[src/rtl/instr_loader_if.sv]
// Stream-in and instruction-memory-write bundle for the boot-time program loader.
interface instr_loader_if;
  logic       in_valid;
  logic [7:0] in_data;
  logic       in_ready;
  logic       mem_w_en;
  logic [7:0] mem_addr;
  logic [7:0] mem_w_data;
  logic       cpu_hold;
  logic       cpu_start;
  logic       loaded;
  logic       err;

  // Source side: feeds the byte stream and observes the loader.
  modport master (
    output in_valid, in_data,
    input  in_ready, mem_w_en, mem_addr, mem_w_data,
           cpu_hold, cpu_start, loaded, err
  );

  // Loader side.
  modport slave (
    input  in_valid, in_data,
    output in_ready, mem_w_en, mem_addr, mem_w_data,
           cpu_hold, cpu_start, loaded, err
  );
endinterface

[src/rtl/instr_loader.sv]
// Boot-time program loader: receives a framed byte stream (SYNC, LEN, data,
// CSUM), writes the data into instruction memory from address 0, appends a
// stop instruction and releases the CPU once the checksum matches.
module instr_loader (
  input  logic           clk,
  input  logic           reset,
  instr_loader_if.slave  bus
);

  localparam logic [7:0] SYNC_BYTE = 8'hA5;
  localparam logic [7:0] TERM_WORD = 8'h00;

  typedef enum logic [2:0] {
    S_IDLE = 3'd0,
    S_LEN  = 3'd1,
    S_DATA = 3'd2,
    S_CSUM = 3'd3,
    S_TERM = 3'd4,
    S_DONE = 3'd5
  } state_t;

  state_t     state, state_nxt;

  // Control / registered outputs
  logic       w_en_q,   w_en_nxt;
  logic [7:0] addr_q,   addr_nxt;
  logic [7:0] wdata_q,  wdata_nxt;
  logic       hold_q,   hold_nxt;
  logic       start_q,  start_nxt;
  logic       loaded_q, loaded_nxt;
  logic       err_q,    err_nxt;

  // Frame bookkeeping (fully reloaded on every LEN byte, so left unreset)
  logic [7:0] count_q, count_nxt;
  logic [7:0] idx_q,   idx_nxt;
  logic [7:0] sum_q,   sum_nxt;

  logic       xfer;
  logic       is_sync;
  logic       csum_ok;

  // Modulo-256 checksum accumulation.
  function automatic logic [7:0] csum_add(input logic [7:0] acc, input logic [7:0] b);
    return acc + b;
  endfunction

  assign bus.in_ready = !reset && (state != S_TERM);
  assign xfer         = bus.in_valid && bus.in_ready;
  assign is_sync      = (bus.in_data == SYNC_BYTE);
  assign csum_ok      = (bus.in_data == sum_q);

  // Next-state decode of the frame parser.
  always_comb begin
    state_nxt = state;
    unique case (state)
      S_IDLE:  if (xfer && is_sync) state_nxt = S_LEN;
      S_LEN:   if (xfer) state_nxt = (bus.in_data == 8'd0) ? S_IDLE : S_DATA;
      S_DATA:  if (xfer && (idx_q == count_q - 8'd1)) state_nxt = S_CSUM;
      S_CSUM:  if (xfer) state_nxt = csum_ok ? S_TERM : S_IDLE;
      S_TERM:  state_nxt = S_DONE;
      S_DONE:  if (xfer && is_sync) state_nxt = S_LEN;
      default: state_nxt = S_IDLE;
    endcase
  end

  // Next values of the registered outputs and frame counters.
  always_comb begin
    w_en_nxt   = 1'b0;
    addr_nxt   = addr_q;
    wdata_nxt  = wdata_q;
    hold_nxt   = hold_q;
    start_nxt  = 1'b0;
    loaded_nxt = loaded_q;
    err_nxt    = err_q;
    count_nxt  = count_q;
    idx_nxt    = idx_q;
    sum_nxt    = sum_q;
    unique case (state)
      S_IDLE, S_DONE: begin
        // A sync byte (re)starts a load: the CPU is parked before any write.
        if (xfer && is_sync) begin
          hold_nxt   = 1'b1;
          loaded_nxt = 1'b0;
          err_nxt    = 1'b0;
        end
      end
      S_LEN: begin
        if (xfer) begin
          if (bus.in_data == 8'd0) begin
            err_nxt = 1'b1;
          end else begin
            count_nxt = bus.in_data;
            idx_nxt   = 8'd0;
            sum_nxt   = 8'd0;
          end
        end
      end
      S_DATA: begin
        if (xfer) begin
          w_en_nxt  = 1'b1;
          addr_nxt  = idx_q;
          wdata_nxt = bus.in_data;
          sum_nxt   = csum_add(sum_q, bus.in_data);
          idx_nxt   = idx_q + 8'd1;
        end
      end
      S_CSUM: begin
        if (xfer) begin
          if (csum_ok) begin
            // Terminator lands one cycle before the CPU is released.
            w_en_nxt  = 1'b1;
            addr_nxt  = count_q;
            wdata_nxt = TERM_WORD;
          end else begin
            err_nxt = 1'b1;
          end
        end
      end
      S_TERM: begin
        start_nxt  = 1'b1;
        hold_nxt   = 1'b0;
        loaded_nxt = 1'b1;
      end
      default: ;
    endcase
  end

  // State and control registers; reset wins over any simultaneous transfer.
  always_ff @(posedge clk) begin
    if (reset) begin
      state    <= S_IDLE;
      w_en_q   <= 1'b0;
      addr_q   <= 8'd0;
      wdata_q  <= 8'd0;
      hold_q   <= 1'b1;
      start_q  <= 1'b0;
      loaded_q <= 1'b0;
      err_q    <= 1'b0;
    end else begin
      state    <= state_nxt;
      w_en_q   <= w_en_nxt;
      addr_q   <= addr_nxt;
      wdata_q  <= wdata_nxt;
      hold_q   <= hold_nxt;
      start_q  <= start_nxt;
      loaded_q <= loaded_nxt;
      err_q    <= err_nxt;
    end
  end

  // Frame counters: length, write index and running checksum.
  always_ff @(posedge clk) begin
    count_q <= count_nxt;
    idx_q   <= idx_nxt;
    sum_q   <= sum_nxt;
  end

  assign bus.mem_w_en   = w_en_q;
  assign bus.mem_addr   = addr_q;
  assign bus.mem_w_data = wdata_q;
  assign bus.cpu_hold   = hold_q;
  assign bus.cpu_start  = start_q;
  assign bus.loaded     = loaded_q;
  assign bus.err        = err_q;

endmodule

[src/flat_wrapper.sv]
// flat-port wrapper written by rule: the top's interface ports become plain ports
module instr_loader_flat 
  (clk, reset, bus_in_valid, bus_in_data, bus_in_ready, bus_mem_w_en, bus_mem_addr, bus_mem_w_data, bus_cpu_hold, bus_cpu_start, bus_loaded, bus_err);
  instr_loader_if bus_i ();
  input  logic clk;
  input  logic reset;
  input wire logic [$bits(bus_i.in_valid)-1:0] bus_in_valid;
  input wire logic [$bits(bus_i.in_data)-1:0] bus_in_data;
  output wire logic [$bits(bus_i.in_ready)-1:0] bus_in_ready;
  output wire logic [$bits(bus_i.mem_w_en)-1:0] bus_mem_w_en;
  output wire logic [$bits(bus_i.mem_addr)-1:0] bus_mem_addr;
  output wire logic [$bits(bus_i.mem_w_data)-1:0] bus_mem_w_data;
  output wire logic [$bits(bus_i.cpu_hold)-1:0] bus_cpu_hold;
  output wire logic [$bits(bus_i.cpu_start)-1:0] bus_cpu_start;
  output wire logic [$bits(bus_i.loaded)-1:0] bus_loaded;
  output wire logic [$bits(bus_i.err)-1:0] bus_err;
  assign bus_i.in_valid = bus_in_valid;
  assign bus_i.in_data = bus_in_data;
  assign bus_in_ready = bus_i.in_ready;
  assign bus_mem_w_en = bus_i.mem_w_en;
  assign bus_mem_addr = bus_i.mem_addr;
  assign bus_mem_w_data = bus_i.mem_w_data;
  assign bus_cpu_hold = bus_i.cpu_hold;
  assign bus_cpu_start = bus_i.cpu_start;
  assign bus_loaded = bus_i.loaded;
  assign bus_err = bus_i.err;
  instr_loader u_core (.clk(clk), .reset(reset), .bus(bus_i));
endmodule
[config.mk]
export PLATFORM = sky130hd
export DESIGN_NAME = instr_loader_flat
export DESIGN_NICKNAME = d
export VERILOG_FILES = /design/src/rtl/instr_loader_if.sv /design/src/rtl/instr_loader.sv /design/src/flat_wrapper.sv
export SDC_FILE = /design/constraint.sdc
export NUM_CORES = 1
export LEC_CHECK = 0
export CORE_UTILIZATION = 55
export CTS_CLUSTER_DIAMETER = 60
export CTS_CLUSTER_SIZE = 10
export DETAILED_ROUTE_END_ITERATION = 10
export PLACE_DENSITY = 0.84
export SKIP_CTS_REPAIR_TIMING = 1
export SYNTH_ARGS = -nofsm -noshare
export SYNTH_HDL_FRONTEND = slang
export SYNTH_SLANG_ARGS = --single-unit
export TNS_END_PERCENT = 20
[constraint.sdc]
create_clock -name clk -period 3.74 [get_ports clk]
set_input_delay 0.374 -clock clk [delete_from_list [all_inputs] [get_ports clk]]
set_output_delay 0.374 -clock clk [all_outputs]
set_load 0.01 [all_outputs]
# After elaboration in Yosys (flattened, before gate mapping)
# Cells that the tools add are included.
[totals]
word_cells = 86
romBits = 0
input_bits = 11
out_inout_bits = 22
latchBits = 0
register_bits = 48
memories = 0
ram_bits = 0
[op_classes]
mux = 35
shifts = 0
n_lt_le_gt_ge = 0
add_sub_neg = 3
div = 0
reduce_logical = 18
n_mul = 0
eq_ne = 18
n_bitwise = 1
[op_table]
columns = ["operator", "count"]
rows = [
  ["$mux 8", 10],
  ["$pmux 8 s2", 4],
  ["$eq 8x8->1", 2],
  ["$mux 3", 5],
  ["$pmux 3 s5", 1],
  ["$ne 2x1->1 const B", 7],
  ["$reduce_and 4->1", 3],
  ["$mux 1", 10],
  ["$add 8x1->8 const B", 1],
  ["$add 8x8->8", 1],
  ["$eq 8x8->1 const B", 1],
  ["$logic_not 8->1", 1],
  ["$sub 8x1->8 const B", 1],
  ["$eq 3x2->1 const B", 2],
  ["$eq 3x3->1 const B", 2],
  ["$pmux 1 s2", 3],
  ["$reduce_and 6->1", 1],
  ["$reduce_bool 2->1", 3],
  ["$logic_and 1x1->1", 4],
  ["$ne 2x2->1 const B", 2],
  ["$eq 3x1->1 const B", 1],
  ["$logic_not 3->1", 1],
  ["$ne 3x3->1 const B", 1],
  ["$pmux 1 s3", 1],
  ["7 further kinds", 7],
]

# Logic depth before layout (Yosys ltp)
# Gate-level depths: netlist of the first run.
[logic_depth]
depth_word = 6
mapped_depth = 9
ltp_nobuf = 8

# Least setup slack after synthesis of the first run
# Ideal clock, no wire load.
[synth_timing]
kind = "reg-to-reg"
from = "register u_core.state[1]"
to = "register u_core.idx_q[0] (enable)"
period_less_slack_ns = 2.268
path_stages_with_launch = 5
n_path_buf = 2
required_ns = 3.346
setup_slack_ns = 1.472
setup_time_ns = 0.394
t_arrival_ns = 1.874
cell_sequence = "dfxtp_1 > clkbuf_1 > nand3_1 > clkbuf_1 > a21oi_1"
[synth_via]
elab_chain_cells = 5
word_cells_on_any_way = 10
classes_between = "eq/ne (6); reduce/logical (4)"
[synth_rtl]
columns = ["item", "line_no", "source"]
rows = [
  ["from (decl)", "instr_loader.sv:22", "state_t state, state_nxt;"],
  ["from (signal assigned)", "instr_loader.sv:140", "state <= state_nxt;"],
  ["$ne 3x3->1", "instr_loader.sv:47", "assign bus.in_ready = !reset && (state != S_TERM);"],
  ["$logic_and 1x1->1", "instr_loader.sv:47", ""],
  ["$logic_and 1x1->1", "instr_loader.sv:48", "assign xfer = bus.in_valid && bus.in_ready;"],
  ["$ne 2x1->1 (no line)", "--", ""],
  ["$reduce_and 4->1 (no line) *", "--", ""],
  ["to (signal assigned)", "instr_loader.sv:154", "idx_q <= idx_nxt;"],
  ["to (decl)", "instr_loader.sv:35", "logic [7:0] idx_q, idx_nxt;"],
]
# Mark *: on every way between the ends. The rest lies on a longest branch, timed or not.
# A chain may end at the register's enable or synchronous reset.

# Worst setup path after layout of the first run
[layout_timing]
from = "input port bus_in_data[5]"
to = "register u_core.addr_q[2], in the netlist u_core.bus.mem_addr[2]"
[layout_via]
elab_chain_cells = 3
[layout_rtl]
columns = ["item", "line_no", "source"]
rows = [
  ["from (decl)", "flat_wrapper.sv:8", "input wire logic [$bits(bus_i.in_data)-1:0] bus_in_data;"],
  ["$eq 8x8->1", "instr_loader.sv:50", "assign csum_ok = (bus.in_data == sum_q);"],
  ["$ne 2x1->1 (no line)", "--", ""],
  ["$reduce_and 4->1 (no line)", "--", ""],
  ["to (signal assigned)", "instr_loader.sv:142", "addr_q <= addr_nxt;"],
  ["to (decl)", "instr_loader.sv:26", "logic [7:0] addr_q, addr_nxt;"],
]
# Every way passes these cells.

==> flow_metrics.env, run 1 <==
export IMPL_outcome="complete, but fails checks"
export IMPL_violations="DRC"
export IMPL_critPathLaunchType="input pin"
export IMPL_setup_viol_count_final=0
export IMPL_slowest_stage="or4_4"
export IMPL_clock_latency_ns=0.30
export IMPL_drv_cap=0
export IMPL_p_int_uw=720
export IMPL_r2r_cells=7
export IMPL_yosysSeqAreaShare_pct=45.7
export IMPL_wirelength_um=5560
export IMPL_cp_num_buf_inv=2
export IMPL_clock_path_buffers=2
export IMPL_ant_nets=0
export IMPL_grt_pass1_wl_um=9300
export IMPL_path_max_fanout=25
export IMPL_clockPowerShare_pct=34.4
export IMPL_peakVddDrop_v=0.000256
export IMPL_min_path_type="flop to flop"
export IMPL_post_route_min_period_ns=2.69
export IMPL_num_vias=2062
export IMPL_drc=1
export IMPL_path_delay_family="simple AND/OR/NAND/NOR gates"
export IMPL_die_x_um=71.2
export IMPL_fill_cells=359
export IMPL_start_util_pct=58.8
export IMPL_wire_per_inst_um=15.9
export IMPL_switching_power_uw=196
export IMPL_critical_path_class="input pin to flop"
export IMPL_hold_violations=0
export IMPL_avgSynthCellArea_um2=9.85
export IMPL_coreArea_mm2=0.00447
export IMPL_gp_congestion=0.921
export IMPL_fmax_mhz=371
export IMPL_yosys_warnings=0
export IMPL_clock_skew_final_ns=0.00326
export IMPL_cp_startpoint="bus_in_data[5]"
export IMPL_required_ns=3.96
export IMPL_synth_nets=288
export IMPL_synthCells=267
export IMPL_syn_area_mm2=0.00263
export IMPL_setup_tns_ns=0
export IMPL_seqPwrFrac_pct=59.9
export IMPL_p_leak_uw=0.00110
export IMPL_finalNetCount=317
export IMPL_antenna_found_initial=0
export IMPL_grt_pass1_vias=2022
export IMPL_final_util_pct=68.3
export IMPL_drt_iter0_markers=126
export IMPL_worstSetupEndpoint="u_core.bus.mem_addr[2]"
export IMPL_async_flop_share_pct=0
export IMPL_cts_clk_slew_worst_paths_ns=0.08
export IMPL_cts_tree="done"
export IMPL_synth_seq_cells=48
export IMPL_arrival_ns=2.91
export IMPL_r2r_start="u_core.sum_q[5]"
export IMPL_io_pins=33
export IMPL_final_max_slew_viol_count=0
export IMPL_fp_dieArea_mm2=0.00506
export IMPL_critPathCaptureType="flop"
export IMPL_layout_drive_gt1_share_pct=8.08
export IMPL_synth_edf_count=24
export IMPL_tightestPinTransition_ns=0.693
export IMPL_dr_pass1_iters=7
export IMPL_yosys_most_used_dff="edfxtp_1"
export IMPL_switching_share_pct=21.4
export IMPL_num_rows=24
export IMPL_io_buffers=32
export IMPL_diodes=0
export IMPL_cts_root_buf="clkbuf_8"
export IMPL_htreeDepth=2
export IMPL_synthDistinctLibCells=53
export IMPL_r2r_end="u_core.bus.mem_addr[2]"
export IMPL_crit_cells=8
export IMPL_cpPeakStageDelay_ns=0.57
export IMPL_grt_overflow=0
export IMPL_cts_num_sinks=48
export IMPL_cts_buffers=5
export IMPL_path_cells="clkdlybuf4s50_1 -> ha_1 -> or4_4 -> nor4_4 -> o21ai_4 -> clkinv_4 -> nor2_1 -> a211oi_2"
export IMPL_timing_final_crit_share_pct=72.0
export IMPL_area_growth_pct=16.2
export IMPL_relSlewSlack_pct=53.6
export IMPL_power_frac_comb_pct=5.7
export IMPL_grt_usage_pct=23.9
export IMPL_power_density_mw_per_mm2=300
export IMPL_grt_setup_unrepaired="false"
export IMPL_die_height_um=71.2
export IMPL_routed_via_density=5.91
export IMPL_dp_hpwl_um=4110
export IMPL_grt_max_degree=26
export IMPL_r2r_slack_ns=1.27
==> synthesized netlist by cell type, drive strengths merged (2+ instances only) <==
library cell	n	area, um2
nor2	27	101
dfxtp	24	480
edfxtp	24	721
a21oi	21	109
nand2	17	63.8
nand3	16	85.1
inv	11	41.3
xor2	10	87.6
ha	9	113
xnor2	9	78.8
clkbuf	8	30.0
mux2i	8	80.1
a211oi	7	67.6
nor3	7	40.0
nor4	6	52.6
o21ai	6	41.3
and2	5	31.3
and3	5	31.3
buf	5	41.3
nand3b	4	30.0
nor2b	4	25.0
a21o	3	22.5
a31oi	3	18.8
nor3b	3	22.5
a311oi	2	17.5
a31o	2	17.5
nand2b	2	12.5
or2	2	12.5
or3	2	12.5
==> registers in the layout, indices dropped and copies added (netlist names), 3 cells and up <==
register,count
u_core.count_q,8
u_core.state,3
u_core.bus.mem_addr,8
u_core.idx_q,8
u_core.bus.mem_w_data,8
u_core.sum_q,8
==> cell usage in the layout, fill, tap and decap left out, types with 10 or more instances in the layout <==
master,n
a21oi_1,20
clkdlybuf4s50_1,32
dfxtp_1,24
edfxtp_1,24
nand2_1,17
nand3_1,15
nor2_1,27
xor2_1,10
==> power groups by stage <==
stage	Sequential, uW	Combinational (uW)	Clock, uW
after floorplan	561	26.6	0
after global placement	561	49.9	0
after detailed placement	561	51.2	0
after CTS	548	51.6	319
after global routing	549	56.7	344
final	548	51.8	315
==> metrics by stage <==
step / cell area, um2 / power, uW / hold slack, ns / setup slack (ns) / instances
CTS: 3060 / 919 / 0.457 / 1.05 / 349
global placement: 2970 / 611 / 0.435 / 0.806 / 341
finish: 3060 / 915 / 0.456 / 1.05 / 349
floorplan: 2630 / 587 / 0.470 / 1.47 / 267
global route: 3060 / 949 / 0.474 / 0.854 / 349
detailed placement: 2970 / 612 / 0.444 / 0.738 / 341
==> cells by family (layout without fill, tap and decap cells) <==
| group | Yosys count | count (layout) | share of synthesized area [%] |
|---|---|---|---|
| buffers and inverters | 25 | 55 | 4.61 |
| adder cells (fa/ha/maj) | 10 | 10 | 5.04 |
| multiplexers | 9 | 9 | 3.47 |
| XOR/XNOR | 19 | 19 | 6.33 |
| AO/OA/AOI/OAI | 52 | 52 | 13.8 |
| flip-flops | 48 | 48 | 45.7 |
| AND/OR/NAND/NOR | 104 | 104 | 21.1 |
==> layout make-up <==
type | instances | area (um2) | area share (%)
Multi-Input combinational cell | 194 | 1310 | 42.8
Clock inverter | 1 | 3.75 | 0.123
Sequential cell | 48 | 1200 | 39.3
Tap cell | 52 | 65.1 | 2.13
Timing Repair Buffer | 35 | 343 | 11.2
Inverter | 12 | 50.0 | 1.64
Clock buffer | 7 | 86.3 | 2.82
==> per-layer routing <==
metal | global-route usage (%) | wire length (um) | vias up
met1 | 31.0 | 2540 | 977
met5 | 0 | 0 | -
li1 | - | - | 1017
met4 | 9.56 | 71 | 0
met2 | 38.9 | 2670 | 58
met3 | 4.99 | 281 | 10
==> worst min-delay path, cell delays in order, from the launching register on <==
cell and delay [ns]:
dfxtp_1 0.32, inv_1 0.05, a21oi_1 0.05
==> worst min path at each step <==
stage                             start                   to  slack (ns)  cells past startpoint
finish              u_core.bus.cpu_hold  u_core.bus.cpu_hold        0.46                      2
global route        u_core.bus.cpu_hold  u_core.bus.cpu_hold        0.47                      2
detailed placement    u_core.bus.loaded    u_core.bus.loaded        0.44                      1
global placement    u_core.bus.cpu_hold  u_core.bus.cpu_hold        0.43                      2
floorplan           u_core.bus.cpu_hold  u_core.bus.cpu_hold        0.47                      2
CTS                 u_core.bus.cpu_hold  u_core.bus.cpu_hold        0.46                      2
(Power assumes the default switching activity.)
==> run 2, diff against run 1 <==
==> constraint.sdc (replaced) <==
create_clock -name clk -period 2.7 [get_ports clk]
set_input_delay 0.27 -clock clk [delete_from_list [all_inputs] [get_ports clk]]
set_output_delay 0.27 -clock clk [all_outputs]
set_load 0.01 [all_outputs]
==> flow_metrics.env, run 2 (synthesis results as in run 1) <==
export IMPL_grt_usage_pct=25.4
export IMPL_critPathLaunchType="flop"
export IMPL_arrival_ns=2.55
export IMPL_tightestPinTransition_ns=0.607
export IMPL_path_cells="ha_1 -> or4_4 -> nor4_4 -> o21ai_4 -> clkinv_4 -> nor2_1 -> a311oi_1"
export IMPL_area_growth_pct=19.7
export IMPL_clock_latency_ns=0.31
export IMPL_grt_overflow=0
export IMPL_diodes=0
export IMPL_grt_pass1_wl_um=9810
export IMPL_hold_violations=0
export IMPL_cts_tree="done"
export IMPL_dp_hpwl_um=4290
export IMPL_cts_root_buf="clkbuf_8"
export IMPL_dr_pass1_iters=7
export IMPL_timing_final_crit_share_pct=86.0
export IMPL_postPlaceCellArea_mm2=0.00306
export IMPL_dpl_cell_count=354
export IMPL_p_leak_uw=0.00116
export IMPL_final_common_cell="clkdlybuf4s50_1"
export IMPL_grtUsageMet1_pct=31.6
export IMPL_critPathCaptureType="flop"
export IMPL_met2_usage_pct=42.9
export IMPL_gp_congestion=0.932
export IMPL_outcome="complete, but fails checks"
export IMPL_io_pins=33
export IMPL_htreeDepth=2
export IMPL_ant_nets=0
export IMPL_required_ns=2.92
export IMPL_cts_buffers=5
export IMPL_hp_start="u_core.bus.cpu_hold"
export IMPL_routed_via_density=5.89
export IMPL_fp_dieArea_mm2=0.00506
export IMPL_dp_slack_ns=0.0577
export IMPL_power_density_mw_per_mm2=403
export IMPL_grt_pass1_vias=2033
export IMPL_grt_setup_unrepaired="false"
export IMPL_r2r_cells=7
export IMPL_setup_tns_ns=0
export IMPL_coreArea_mm2=0.00447
export IMPL_peakVddDrop_v=0.000309
export IMPL_io_buffers=32
export IMPL_grt_max_degree=26
export IMPL_fmax_mhz=430
export IMPL_die_x_um=71.2
export IMPL_violations="DRC"
export IMPL_slowest_stage="or4_4"
export IMPL_mostFrequentLayoutCells="clkdlybuf4s50_1 (32), nor2_1 (27), dfxtp_1 (24), edfxtp_1 (24), a21oi_1 (20)"
export IMPL_wirelength_um=5870
export IMPL_met3_usage_pct=4.84
export IMPL_clock_path_buffers=2
export IMPL_cts_clk_slew_worst_paths_ns=0.09
export IMPL_min_path_type="flop to flop"
export IMPL_power_total_uw=1270
export IMPL_drv_cap=0
export IMPL_antenna_found_initial=0
export IMPL_cp_startpoint="u_core.sum_q[5]"
export IMPL_critical_path_class="flop to flop"
export IMPL_finalNetCount=330
export IMPL_fill_cells=343
export IMPL_layout_drive_gt1_share_pct=12.3
export IMPL_die_height_um=71.2
export IMPL_cpPeakStageDelay_ns=0.55
export IMPL_final_max_slew_viol_count=0
export IMPL_drc=1
export IMPL_post_route_min_period_ns=2.32
export IMPL_clock_skew_final_ns=0.0137
export IMPL_cp_num_buf_inv=1
export IMPL_wire_per_inst_um=16.2
export IMPL_r2r_start="u_core.sum_q[5]"
export IMPL_holdPathStages=2
export IMPL_postLayoutCellArea_mm2=0.00315
export IMPL_crit_cells=7
export IMPL_num_rows=24
export IMPL_setup_slack_ns=0.377
export IMPL_fin_cells=362
export IMPL_busiest_layer="met2"
export IMPL_relSlewSlack_pct=59.4
export IMPL_setup_viol_count_final=0
export IMPL_drt_iter0_markers=157
export IMPL_path_delay_family="simple AND/OR/NAND/NOR gates"
export IMPL_path_max_fanout=25
export IMPL_cts_num_sinks=48
export IMPL_start_util_pct=58.8
export IMPL_num_vias=2131
run 2: changes by cell type in the layout (fill, tap and decap cells not counted), sizes merged:
cell	previous run	this run
buf	3	16
clkbuf	7	6
inv	11	12
run 2: where the power goes:
part	leakage [uW]	switching, uW	internal, uW	total (uW)
sequential	0.000421	0.568	759	760
clock	0.0000455	245	182	427
combinational	0.000697	41.8	40.4	82.1
total	0.00116	287	982	1270
run 2: final cells by class:
cell class / count / area (um2) / area share, %
multi-input cells: 194 / 1310 / 41.5
flip-flops and latches: 48 / 1200 / 38.2
repair buffers: 48 / 440 / 14.0
clock buffers: 6 / 72.6 / 2.31
well taps: 52 / 65.1 / 2.07
inverters: 12 / 50.0 / 1.59
clock inverters: 2 / 11.3 / 0.358
run 2: through the flow:
step / util, % / hold slack (ns)
after floorplan: - / 0.369
after global placement: 68.5 / 0.436
after detailed placement: 68.5 / 0.442
after CTS: 70.4 / 0.452
after global routing: 70.4 / 0.486
final: 70.4 / 0.448
run 2: worst paths after layout:
check                                               to  slack (ns)
worst max-delay path            u_core.bus.mem_addr[5]        0.38
worst min-delay path               u_core.bus.cpu_hold        0.45
worst max register to register  u_core.bus.mem_addr[5]        0.38
worst min register to register     u_core.bus.cpu_hold        0.45
run 2: per-layer routing:
layer | routed length (um) | vias to the layer above
met5 | 0 | -
met4 | 142 | 0
met3 | 191 | 15
met2 | 2920 | 44
met1 | 2620 | 1024
li1 | - | 1048
run 2: worst register-to-register path, cell delays in order, from the launching register on:
cell and delay [ns]:
edfxtp_1 0.43, ha_1 0.31, or4_4 0.55, nor4_4 0.38, o21ai_4 0.11, clkinv_4 0.17, nor2_1 0.08, a311oi_1 0.22
==> run 3, diff against run 2 <==
--- a/config.mk
+++ b/config.mk
@@ -6,6 +6,7 @@
 export NUM_CORES = 1
 export LEC_CHECK = 0
 export CORE_UTILIZATION = 55
+export CTS_BUF_LIST = sky130_fd_sc_hd__clkbuf_8 sky130_fd_sc_hd__clkbuf_16
 export CTS_CLUSTER_DIAMETER = 60
 export CTS_CLUSTER_SIZE = 10
 export DETAILED_ROUTE_END_ITERATION = 10
==> flow_metrics.env, run 3 (synthesis results as in run 1) <==
export IMPL_finalNetCount=330
export IMPL_htreeDepth=2
export IMPL_p_leak_uw=0.00117
export IMPL_mostFrequentLayoutCells="clkdlybuf4s50_1 (32), nor2_1 (27), dfxtp_1 (24), edfxtp_1 (24), a21oi_1 (20)"
export IMPL_path_max_fanout=25
export IMPL_critPathLaunchType="flop"
export IMPL_grt_pass1_vias=2033
export IMPL_drt_iter0_markers=168
export IMPL_grt_usage_pct=25.4
export IMPL_critPathCaptureType="flop"
export IMPL_multi_input_area_mm2=0.00131
export IMPL_path_cells="ha_1 -> or4_4 -> nor4_4 -> o21ai_4 -> clkinv_4 -> nor2_1 -> a311oi_1"
export IMPL_num_rows=24
export IMPL_power_total_uw=1260
export IMPL_arrival_ns=2.55
export IMPL_fill_cells=343
export IMPL_cpPeakStageDelay_ns=0.55
export IMPL_post_route_min_period_ns=2.33
export IMPL_required_ns=2.92
export IMPL_setup_tns_ns=0
export IMPL_fp_dieArea_mm2=0.00506
export IMPL_grt_setup_unrepaired="false"
export IMPL_grt_max_degree=26
export IMPL_wirelength_um=5890
export IMPL_drc=1
export IMPL_die_x_um=71.2
export IMPL_path_delay_family="simple AND/OR/NAND/NOR gates"
export IMPL_area_growth_pct=19.7
export IMPL_ant_nets=0
export IMPL_slowest_stage="or4_4"
export IMPL_fin_hold_ws_ns=0.448
export IMPL_clock_path_buffers=2
export IMPL_r2r_start="u_core.sum_q[5]"
export IMPL_dp_hpwl_um=4290
export IMPL_grt_pass1_wl_um=9810
export IMPL_cp_num_buf_inv=1
export IMPL_cts_num_sinks=48
export IMPL_clock_skew_final_ns=0.0148
export IMPL_relSlewSlack_pct=59.4
export IMPL_peakVddDrop_v=0.000309
export IMPL_fin_cells=362
export IMPL_hp_start="u_core.bus.cpu_hold"
export IMPL_hold_violations=0
export IMPL_fmax_mhz=429
export IMPL_grt_overflow=0
export IMPL_critical_path_class="flop to flop"
export IMPL_gp_congestion=0.932
export IMPL_dpl_cell_count=354
export IMPL_die_height_um=71.2
export IMPL_final_common_cell="clkdlybuf4s50_1"
export IMPL_diodes=0
export IMPL_coreArea_mm2=0.00447
export IMPL_violations="DRC"
export IMPL_routed_via_density=5.89
export IMPL_antenna_found_initial=0
export IMPL_timing_final_crit_share_pct=86.3
export IMPL_cp_startpoint="u_core.sum_q[5]"
export IMPL_setup_viol_count_final=0
export IMPL_wire_per_inst_um=16.3
export IMPL_cts_tree="done"
export IMPL_final_max_slew_viol_count=0
export IMPL_num_vias=2132
export IMPL_cts_clk_slew_worst_paths_ns=0.09
export IMPL_start_util_pct=58.8
export IMPL_outcome="complete, but fails checks"
export IMPL_drv_cap=0
export IMPL_tightestPinTransition_ns=0.607
export IMPL_layout_drive_gt1_share_pct=12.3
export IMPL_cts_root_buf="clkbuf_8"
export IMPL_dr_pass1_iters=7
export IMPL_io_buffers=32
export IMPL_io_pins=33
export IMPL_clock_latency_ns=0.31
export IMPL_min_path_type="flop to flop"
export IMPL_power_density_mw_per_mm2=402
export IMPL_seq_area_mm2=0.00120
export IMPL_cts_buffers=5
## run 3: cell types whose count changed in the layout (fill, tap and decap cells not counted)
cell	before	now
clkbuf_1	1	0
inv_1	9	10
## run 3: path summary, 6_finish.rpt
path,end,slack (ns),cells after the start
max,u_core.bus.mem_addr[5],0.37,7
min,u_core.bus.cpu_hold,0.45,2
max reg2reg,u_core.bus.mem_addr[5],0.37,7
min reg2reg,u_core.bus.cpu_hold,0.45,2
## run 3: per-stage QoR
stage                     util, %  instance area, um2  setup WS [ns]
after detailed placement     68.5                3060         0.0577
after global placement       68.5                3060          0.160
after CTS                    70.4                3150          0.363
final                        70.4                3150          0.370
after floorplan                 -                2630          0.432
after global routing         70.4                3150          0.265
## run 3: final cells by class
cell class | instances | share of cell area (%)
Timing Repair Buffer | 48 | 14.0
Multi-Input combinational cell | 194 | 41.5
Inverter | 12 | 1.59
Clock buffer | 5 | 2.19
Clock inverter | 3 | 0.477
Sequential cell | 48 | 38.2
Tap cell | 52 | 2.07
## run 3: worst min-delay path, delay by kind of cell (launching register included)
family | cells | cell delay [ns]
buffers and inverters | 1 | 0.04
DFF | 1 | 0.32
AOI/OAI and AO/OA | 1 | 0.05
## run 3: per-layer routing
metal | GRT usage (%) | vias to the layer above | wire (um)
met5 | 0 | - | 0
met4 | 11.1 | 0 | 142
met3 | 4.84 | 15 | 196
met2 | 42.9 | 48 | 2930
met1 | 31.6 | 1021 | 2610
li1 | - | 1048 | -
## run 3: where the power goes
group | switching, uW | internal (uW)
Combinational | 41.9 | 40.4
Clock | 244 | 178
Sequential | 0.566 | 759
Total | 287 | 978
